**src/rtl/relu_requant_if.sv**
```systemverilog
`default_nettype none
// +----------------------------------------------------------------------+
// | relu_requant_if : tile-in / row-out handshake bundle for relu_requant |
// | Revision 1.0                                                         |
// +----------------------------------------------------------------------+
interface relu_requant_if #(
  parameter int COLS   = 5,
  parameter int AB_BW  = 25,
  parameter int OUT_BW = 8
);
  localparam int RW = (COLS > 1) ? $clog2(COLS) : 1;

  logic                        i_valid;
  logic                        o_ready;
  logic [AB_BW*COLS*COLS-1:0]  i_acc_bias;
  logic [3:0]                  i_shift;
  logic                        o_valid;
  logic                        i_ready;
  logic [OUT_BW*COLS-1:0]      o_act;
  logic [RW-1:0]               o_row_idx;
  logic                        o_last;

  modport slave (
    input  i_valid, i_acc_bias, i_shift, i_ready,
    output o_ready, o_valid, o_act, o_row_idx, o_last
  );

  modport master (
    output i_valid, i_acc_bias, i_shift, i_ready,
    input  o_ready, o_valid, o_act, o_row_idx, o_last
  );
endinterface
`default_nettype wire

```
**src/rtl/relu_requant.sv**
```systemverilog
`default_nettype none
// +----------------------------------------------------------------------+
// | relu_requant : ReLU + rounding shift + unsigned saturate, row stream |
// | Revision 1.0                                                         |
// +----------------------------------------------------------------------+
module relu_requant #(
  parameter int COLS   = 5,
  parameter int AB_BW  = 25,
  parameter int OUT_BW = 8
) (
  input  logic          clk,
  input  logic          rst_n,
  input  logic          en,
  relu_requant_if.slave bus
);
  localparam int RW     = (COLS > 1) ? $clog2(COLS) : 1;
  localparam int ROW_W  = AB_BW * COLS;
  localparam int TILE_W = ROW_W * COLS;
  localparam logic [AB_BW:0] c_sat = (AB_BW+1)'((1 << OUT_BW) - 1);

  typedef enum logic [0:0] {
    S_IDLE   = 1'b0,
    S_STREAM = 1'b1
  } state_t;

  state_t                  state_q, state_d;
  logic [TILE_W-1:0]       tile_q, tile_d;
  logic [3:0]              shift_q, shift_d;
  logic                    valid_q, valid_d;
  logic [OUT_BW*COLS-1:0]  act_q, act_d;
  logic [RW-1:0]           row_q, row_d;
  logic                    last_q, last_d;

  logic                    w_ready;
  logic                    w_accept;
  logic                    w_advance;
  logic [RW-1:0]           w_next_row;
  logic [TILE_W-1:0]       w_src_tile;
  logic [3:0]              w_src_shift;
  logic [RW-1:0]           w_src_row;
  logic [ROW_W-1:0]        w_rows [COLS];
  logic [ROW_W-1:0]        w_row_sel;
  logic [OUT_BW*COLS-1:0]  w_req_row;

  assign w_ready   = en && (state_q == S_IDLE || (valid_q && bus.i_ready && last_q));
  assign w_accept  = bus.i_valid && w_ready;
  assign w_advance = valid_q && bus.i_ready && en;

  // One requant datapath serves both row 0 of an incoming tile and row idx+1 of the held tile.
  assign w_next_row  = last_q ? '0 : row_q + RW'(1);
  assign w_src_tile  = w_accept ? bus.i_acc_bias : tile_q;
  assign w_src_shift = w_accept ? bus.i_shift    : shift_q;
  assign w_src_row   = w_accept ? '0             : w_next_row;

  generate
    for (genvar r = 0; r < COLS; r++) begin : g_row
      assign w_rows[r] = w_src_tile[r*ROW_W +: ROW_W];
    end
  endgenerate

  assign w_row_sel = w_rows[w_src_row];

  generate
    for (genvar c = 0; c < COLS; c++) begin : g_col
      logic signed [AB_BW-1:0] w_x;
      logic [AB_BW:0]          w_rnd;
      logic [AB_BW:0]          w_sum;
      logic [AB_BW:0]          w_shr;

      assign w_x   = w_row_sel[c*AB_BW +: AB_BW];
      assign w_rnd = (w_src_shift == 4'd0) ? '0 : ((AB_BW+1)'(1) << (w_src_shift - 4'd1));
      // Extra MSB keeps the rounding add from overflowing for the largest positive input.
      assign w_sum = {1'b0, w_x} + w_rnd;
      assign w_shr = w_sum >> w_src_shift;
      assign w_req_row[c*OUT_BW +: OUT_BW] =
          (w_x[AB_BW-1] || (w_x == '0)) ? '0 :
          (w_shr > c_sat)               ? '1 :
                                          w_shr[OUT_BW-1:0];
    end
  endgenerate

  always_comb begin
    state_d = state_q;
    tile_d  = tile_q;
    shift_d = shift_q;
    valid_d = valid_q;
    act_d   = act_q;
    row_d   = row_q;
    last_d  = last_q;

    if (w_accept) begin
      state_d = S_STREAM;
      tile_d  = bus.i_acc_bias;
      shift_d = bus.i_shift;
      valid_d = 1'b1;
      act_d   = w_req_row;
      row_d   = '0;
      last_d  = (COLS == 1);
    end else if (w_advance) begin
      if (last_q) begin
        state_d = S_IDLE;
        valid_d = 1'b0;
      end else begin
        act_d  = w_req_row;
        row_d  = w_next_row;
        last_d = (w_next_row == RW'(COLS - 1));
      end
    end
  end

  always_ff @(posedge clk or negedge rst_n) begin
    if (!rst_n) begin
      state_q <= S_IDLE;
      tile_q  <= '0;
      shift_q <= '0;
      valid_q <= 1'b0;
      act_q   <= '0;
      row_q   <= '0;
      last_q  <= 1'b0;
    end else begin
      state_q <= state_d;
      tile_q  <= tile_d;
      shift_q <= shift_d;
      valid_q <= valid_d;
      act_q   <= act_d;
      row_q   <= row_d;
      last_q  <= last_d;
    end
  end

  assign bus.o_ready   = w_ready;
  assign bus.o_valid   = valid_q;
  assign bus.o_act     = act_q;
  assign bus.o_row_idx = row_q;
  assign bus.o_last    = last_q;
endmodule
`default_nettype wire

```
**src/flat_wrapper.sv**
```systemverilog
// flat-port wrapper written by rule: the top's interface ports become plain ports
module relu_requant_flat 
#(
  parameter int COLS   = 5,
  parameter int AB_BW  = 25,
  parameter int OUT_BW = 8
)
  (clk, rst_n, en, bus_i_valid, bus_i_acc_bias, bus_i_shift, bus_i_ready, bus_o_ready, bus_o_valid, bus_o_act, bus_o_row_idx, bus_o_last);
  relu_requant_if #(.COLS(COLS), .AB_BW(AB_BW), .OUT_BW(OUT_BW)) bus_i ();
  input  logic clk;
  input  logic rst_n;
  input  logic en;
  input wire logic [$bits(bus_i.i_valid)-1:0] bus_i_valid;
  input wire logic [$bits(bus_i.i_acc_bias)-1:0] bus_i_acc_bias;
  input wire logic [$bits(bus_i.i_shift)-1:0] bus_i_shift;
  input wire logic [$bits(bus_i.i_ready)-1:0] bus_i_ready;
  output wire logic [$bits(bus_i.o_ready)-1:0] bus_o_ready;
  output wire logic [$bits(bus_i.o_valid)-1:0] bus_o_valid;
  output wire logic [$bits(bus_i.o_act)-1:0] bus_o_act;
  output wire logic [$bits(bus_i.o_row_idx)-1:0] bus_o_row_idx;
  output wire logic [$bits(bus_i.o_last)-1:0] bus_o_last;
  assign bus_i.i_valid = bus_i_valid;
  assign bus_i.i_acc_bias = bus_i_acc_bias;
  assign bus_i.i_shift = bus_i_shift;
  assign bus_i.i_ready = bus_i_ready;
  assign bus_o_ready = bus_i.o_ready;
  assign bus_o_valid = bus_i.o_valid;
  assign bus_o_act = bus_i.o_act;
  assign bus_o_row_idx = bus_i.o_row_idx;
  assign bus_o_last = bus_i.o_last;
  relu_requant #(.COLS(COLS), .AB_BW(AB_BW), .OUT_BW(OUT_BW)) u_core (.clk(clk), .rst_n(rst_n), .en(en), .bus(bus_i));
endmodule
```
**config.mk**
```make
export PLATFORM = sky130hd
export DESIGN_NAME = relu_requant_flat
export DESIGN_NICKNAME = d
export VERILOG_FILES = /design/src/rtl/relu_requant_if.sv /design/src/rtl/relu_requant.sv /design/src/flat_wrapper.sv
export SDC_FILE = /design/constraint.sdc
export NUM_CORES = 2
export LEC_CHECK = 0
export ABC_AREA = 1
export BUFFER_PORTS_ARGS = -buffer_cell sky130_fd_sc_hd__buf_4
export CORE_MARGIN = 2
export CORE_UTILIZATION = 50
export CTS_CLUSTER_DIAMETER = 150
export CTS_CLUSTER_SIZE = 16
export DETAILED_ROUTE_END_ITERATION = 16
export HOLD_SLACK_MARGIN = 0.08
export PLACE_DENSITY = 0.78
export SLEW_MARGIN = 0
export SYNTH_ARGS = -nofsm -noshare
export SYNTH_HDL_FRONTEND = slang
export SYNTH_SLANG_ARGS = --single-unit
```
**constraint.sdc**
```tcl
create_clock -name clk -period 5.44 [get_ports clk]
set_clock_uncertainty 0.15 [all_clocks]
set_input_delay 1.088 -clock clk [delete_from_list [all_inputs] [get_ports clk]]
set_output_delay 1.088 -clock clk [all_outputs]
set_load 0.01 [all_outputs]
```
==> reports/metrics.yaml <==
outcome: "completed"
area_growth_pct: 30.7
routabilityCongestion: 1.06
die_h_microns: 295
antenna_left: 0
place_inst: 8604
crit_type: "primary input to register"
vias: 48700
drc: 0
slowest_delay_ns: 0.32
clk_latency_ns: 0.65
drt_iter0_markers: 4885
ys_types: 63
grt_max_degree: 131
maxSlewHeadroom: 0.327
rows: 106
syn_area_sq_um: 42400
maxCapViolations: 0
end_kind: "register"
drv_slew: 0
leakagePower_nw: 30.5
cts_root_buf: "clkbuf_16"
dr.pass1.iters: 6
regArea_sq_um: 16900
total_power_mw: 47.3
setup_viol: 0
grt_overflow: 0
io_pins: 680
multiInputGateArea_sq_um: 22200
htree_levels: 2
clk_pin_slew_ns: 0.09
start_kind: "primary input"
synth.yosys.seq_area_share: 0.398
nNetsFinal: 8211
cts_tree: "built"
drive_above_1_share: 0.228
worstPathArrival_ns: 5.57
fin_cells: 8671
avgSynthCellArea_sq_um: 6.70
synth_warnings: 0
period_share: 0.953
antenna_found_initial: 18
p_per_area_nw_per_um2: 853
critPathSlowestCell: "buf_4"
async_flop_share: 1.00
io_buffers: 679
die_w_microns: 295
cp_data_required_time_ns: 5.82
syn_inst: 6328
synthFlopType: "dfrtp_1"
cts_buffers: 48
core_sq_um: 83800
tns_ns: 0
initial_core_util: 0.506
cp_max_fo: 27
peakVddDrop_mv: 0.450
critical_path.top_delay_family: "simple AND/OR/NAND/NOR gates"
fmax_ghz: 0.193
synth_edf_count: 0
detail_route.wirelength_mm: 191
min_path_type: "register to register"
die_area_sq_um: 87200
grt_first_pass_wirelength_mm: 282
fin_crit_ns: 5.19
hold_violations: 0
path_common_cell: "nand2_1"
worst-path-buf-inv: 7
tightest_slew_ns: 1.01
wl_per_cell_microns: 22.1
globalRouteTotalUtil: 0.432
dp.final_hpwl_mm: 152
via_per_inst: 5.62
fillers: 7529
clk_path_buf_depth: 3
grt_pass1_vias: 47200
clock-sinks: 674
synth-seq-cells: 674
## final timing paths
kind | to | slack [ns] | from | cells past startpoint
max | u_core.bus.o_act[34]$_DFFE_PN0P_ | 0.25 | bus_i_ready | 33
min | u_core.tile_q[244]$_DFF_PN0_ | 0.33 | u_core.tile_q[244]$_DFF_PN0_ | 2
max reg2reg | u_core.bus.o_act[34]$_DFFE_PN0P_ | 0.29 | u_core.bus.o_last$_DFFE_PN0P_ | 32
min reg2reg | u_core.tile_q[244]$_DFF_PN0_ | 0.33 | u_core.tile_q[244]$_DFF_PN0_ | 2
max in group asynchronous | u_core.tile_q[107]$_DFF_PN0_ | 3.54 | rst_n | 2
min in group asynchronous | u_core.tile_q[262]$_DFF_PN0_ | 0.39 | rst_n | 1
## repair_timing
item | CTS | global route
setup endpoints to repair | 16 | 40
hold buffers | 0 | 0
gates resized for setup | 1 | 70
gates cloned | 0 | 1
pin swaps | 0 | 7
buffers inserted | 0 | 0
## metal layers
layer	vias up	share of wire	global-route usage
met2	2800	0.44	0.678
met3	610	0.10	0.0792
li1	22600	-	-
met5	-	0.00027	0
met1	22700	0.38	0.551
met4	8	0.077	0.277
## cells in the mapped netlist, types with 18 or more instances
master	count	area (sq um)
a21oi_1	186	931
a22oi_1	18	135
and2_1	26	163
buf_1	40	150
buf_2	103	515
buf_4	35	263
buf_6	30	338
clkbuf_1	100	375
dfrtp_1	674	16900
ha_1	51	638
inv_1	473	1780
inv_2	44	165
mux2i_1	20	200
nand2_1	2906	10900
nand2_2	29	181
nand3_1	699	3500
nand3b_1	25	188
nand4_1	74	463
nor2_1	207	777
nor3_1	20	100
nor4_1	23	144
o211ai_1	28	210
o21ai_0	214	1070
o21ai_1	63	315
o221ai_1	50	438
or2_2	27	169
xor2_1	26	228
## metrics by stage
stage / hold slack (ns) / instance area [sq um] / setup WS [ns] / util
floorplan: 0.283 / 42400 / 0.00299 / -
global placement: 0.298 / 53800 / -0.326 / 0.642
detailed placement: 0.304 / 53800 / -0.417 / 0.642
CTS: 0.323 / 55100 / 0.0985 / 0.657
global route: 0.342 / 55400 / -0.00128 / 0.661
finish: 0.328 / 55400 / 0.254 / 0.661
## flip-flops by register name (all words and copies together), names as in the netlist
| register | count |
|---|---|
| u_core.bus.o_act | 40 |
| u_core.bus.o_last | 1 |
| u_core.bus.o_row_idx | 3 |
| u_core.shift_q | 4 |
| u_core.state_q | 1 |
| u_core.tile_q | 625 |
## kinds of logic (layout without fill, tap and decap cells)
| family | after synthesis | count (layout) | synth area share |
|---|---|---|---|
| other cells | 1 | 18 | 0.0000884 |
| xor+xnor | 38 | 38 | 0.00785 |
| flops | 674 | 674 | 0.398 |
| compound gates | 630 | 630 | 0.0867 |
| simple gates | 4079 | 4079 | 0.400 |
| buf+inv | 830 | 2022 | 0.0855 |
| fa+ha+maj | 56 | 56 | 0.0174 |
| mux | 20 | 20 | 0.00472 |
## cell usage in the layout (no fill, tap or decap), types with 7 or more instances in the layout
master     instances
nand3_1          694
and2_1            26
nor3_1            18
o21ai_0          203
dfrtp_1          674
nand3b_1          25
o221ai_1          49
buf_4           1386
a22oi_1           18
inv_1            467
o21ai_2            7
a31oi_1            8
nand4_1           74
nor2_2            17
or2_2             27
xnor2_1           12
nor2_1           199
xor2_1            24
mux2i_1           20
clkbuf_16         49
nand2_2           37
o21ai_1           70
ha_1              45
nand2_1         2894
o22ai_1           15
diode_2           13
o211ai_1          28
nor2_4             7
a21oi_2            7
nand2_4            9
inv_2             48
a21oi_1          183
nand3_2           13
nor4_1            23
buf_12            55
## where the power goes
part           switching [mW]  total, mW  internal, mW
sequential              0.894       8.25          7.35
combinational            22.0       35.6          13.6
clock                    1.85       3.44          1.59
## final cells by class
| cell class | count | area share |
|---|---|---|
| multi-input cells | 4828 | 0.401 |
| flip-flops and latches | 674 | 0.304 |
| repair buffers | 1449 | 0.210 |
| inverters | 520 | 0.0354 |
| well taps | 1134 | 0.0256 |
| clock buffers | 48 | 0.0217 |
| clock inverters | 5 | 0.00145 |
| diodes | 13 | 0.000587 |
## worst reg2reg max path, delay by kind of cell, from the launching register on
| family | cells | cell delay, ns |
|---|---|---|
| buf+inv | 6 | 1.22 |
| simple gates | 25 | 3.12 |
| flops | 1 | 0.48 |
| compound gates | 1 | 0.09 |
(Power assumes the default switching activity.)
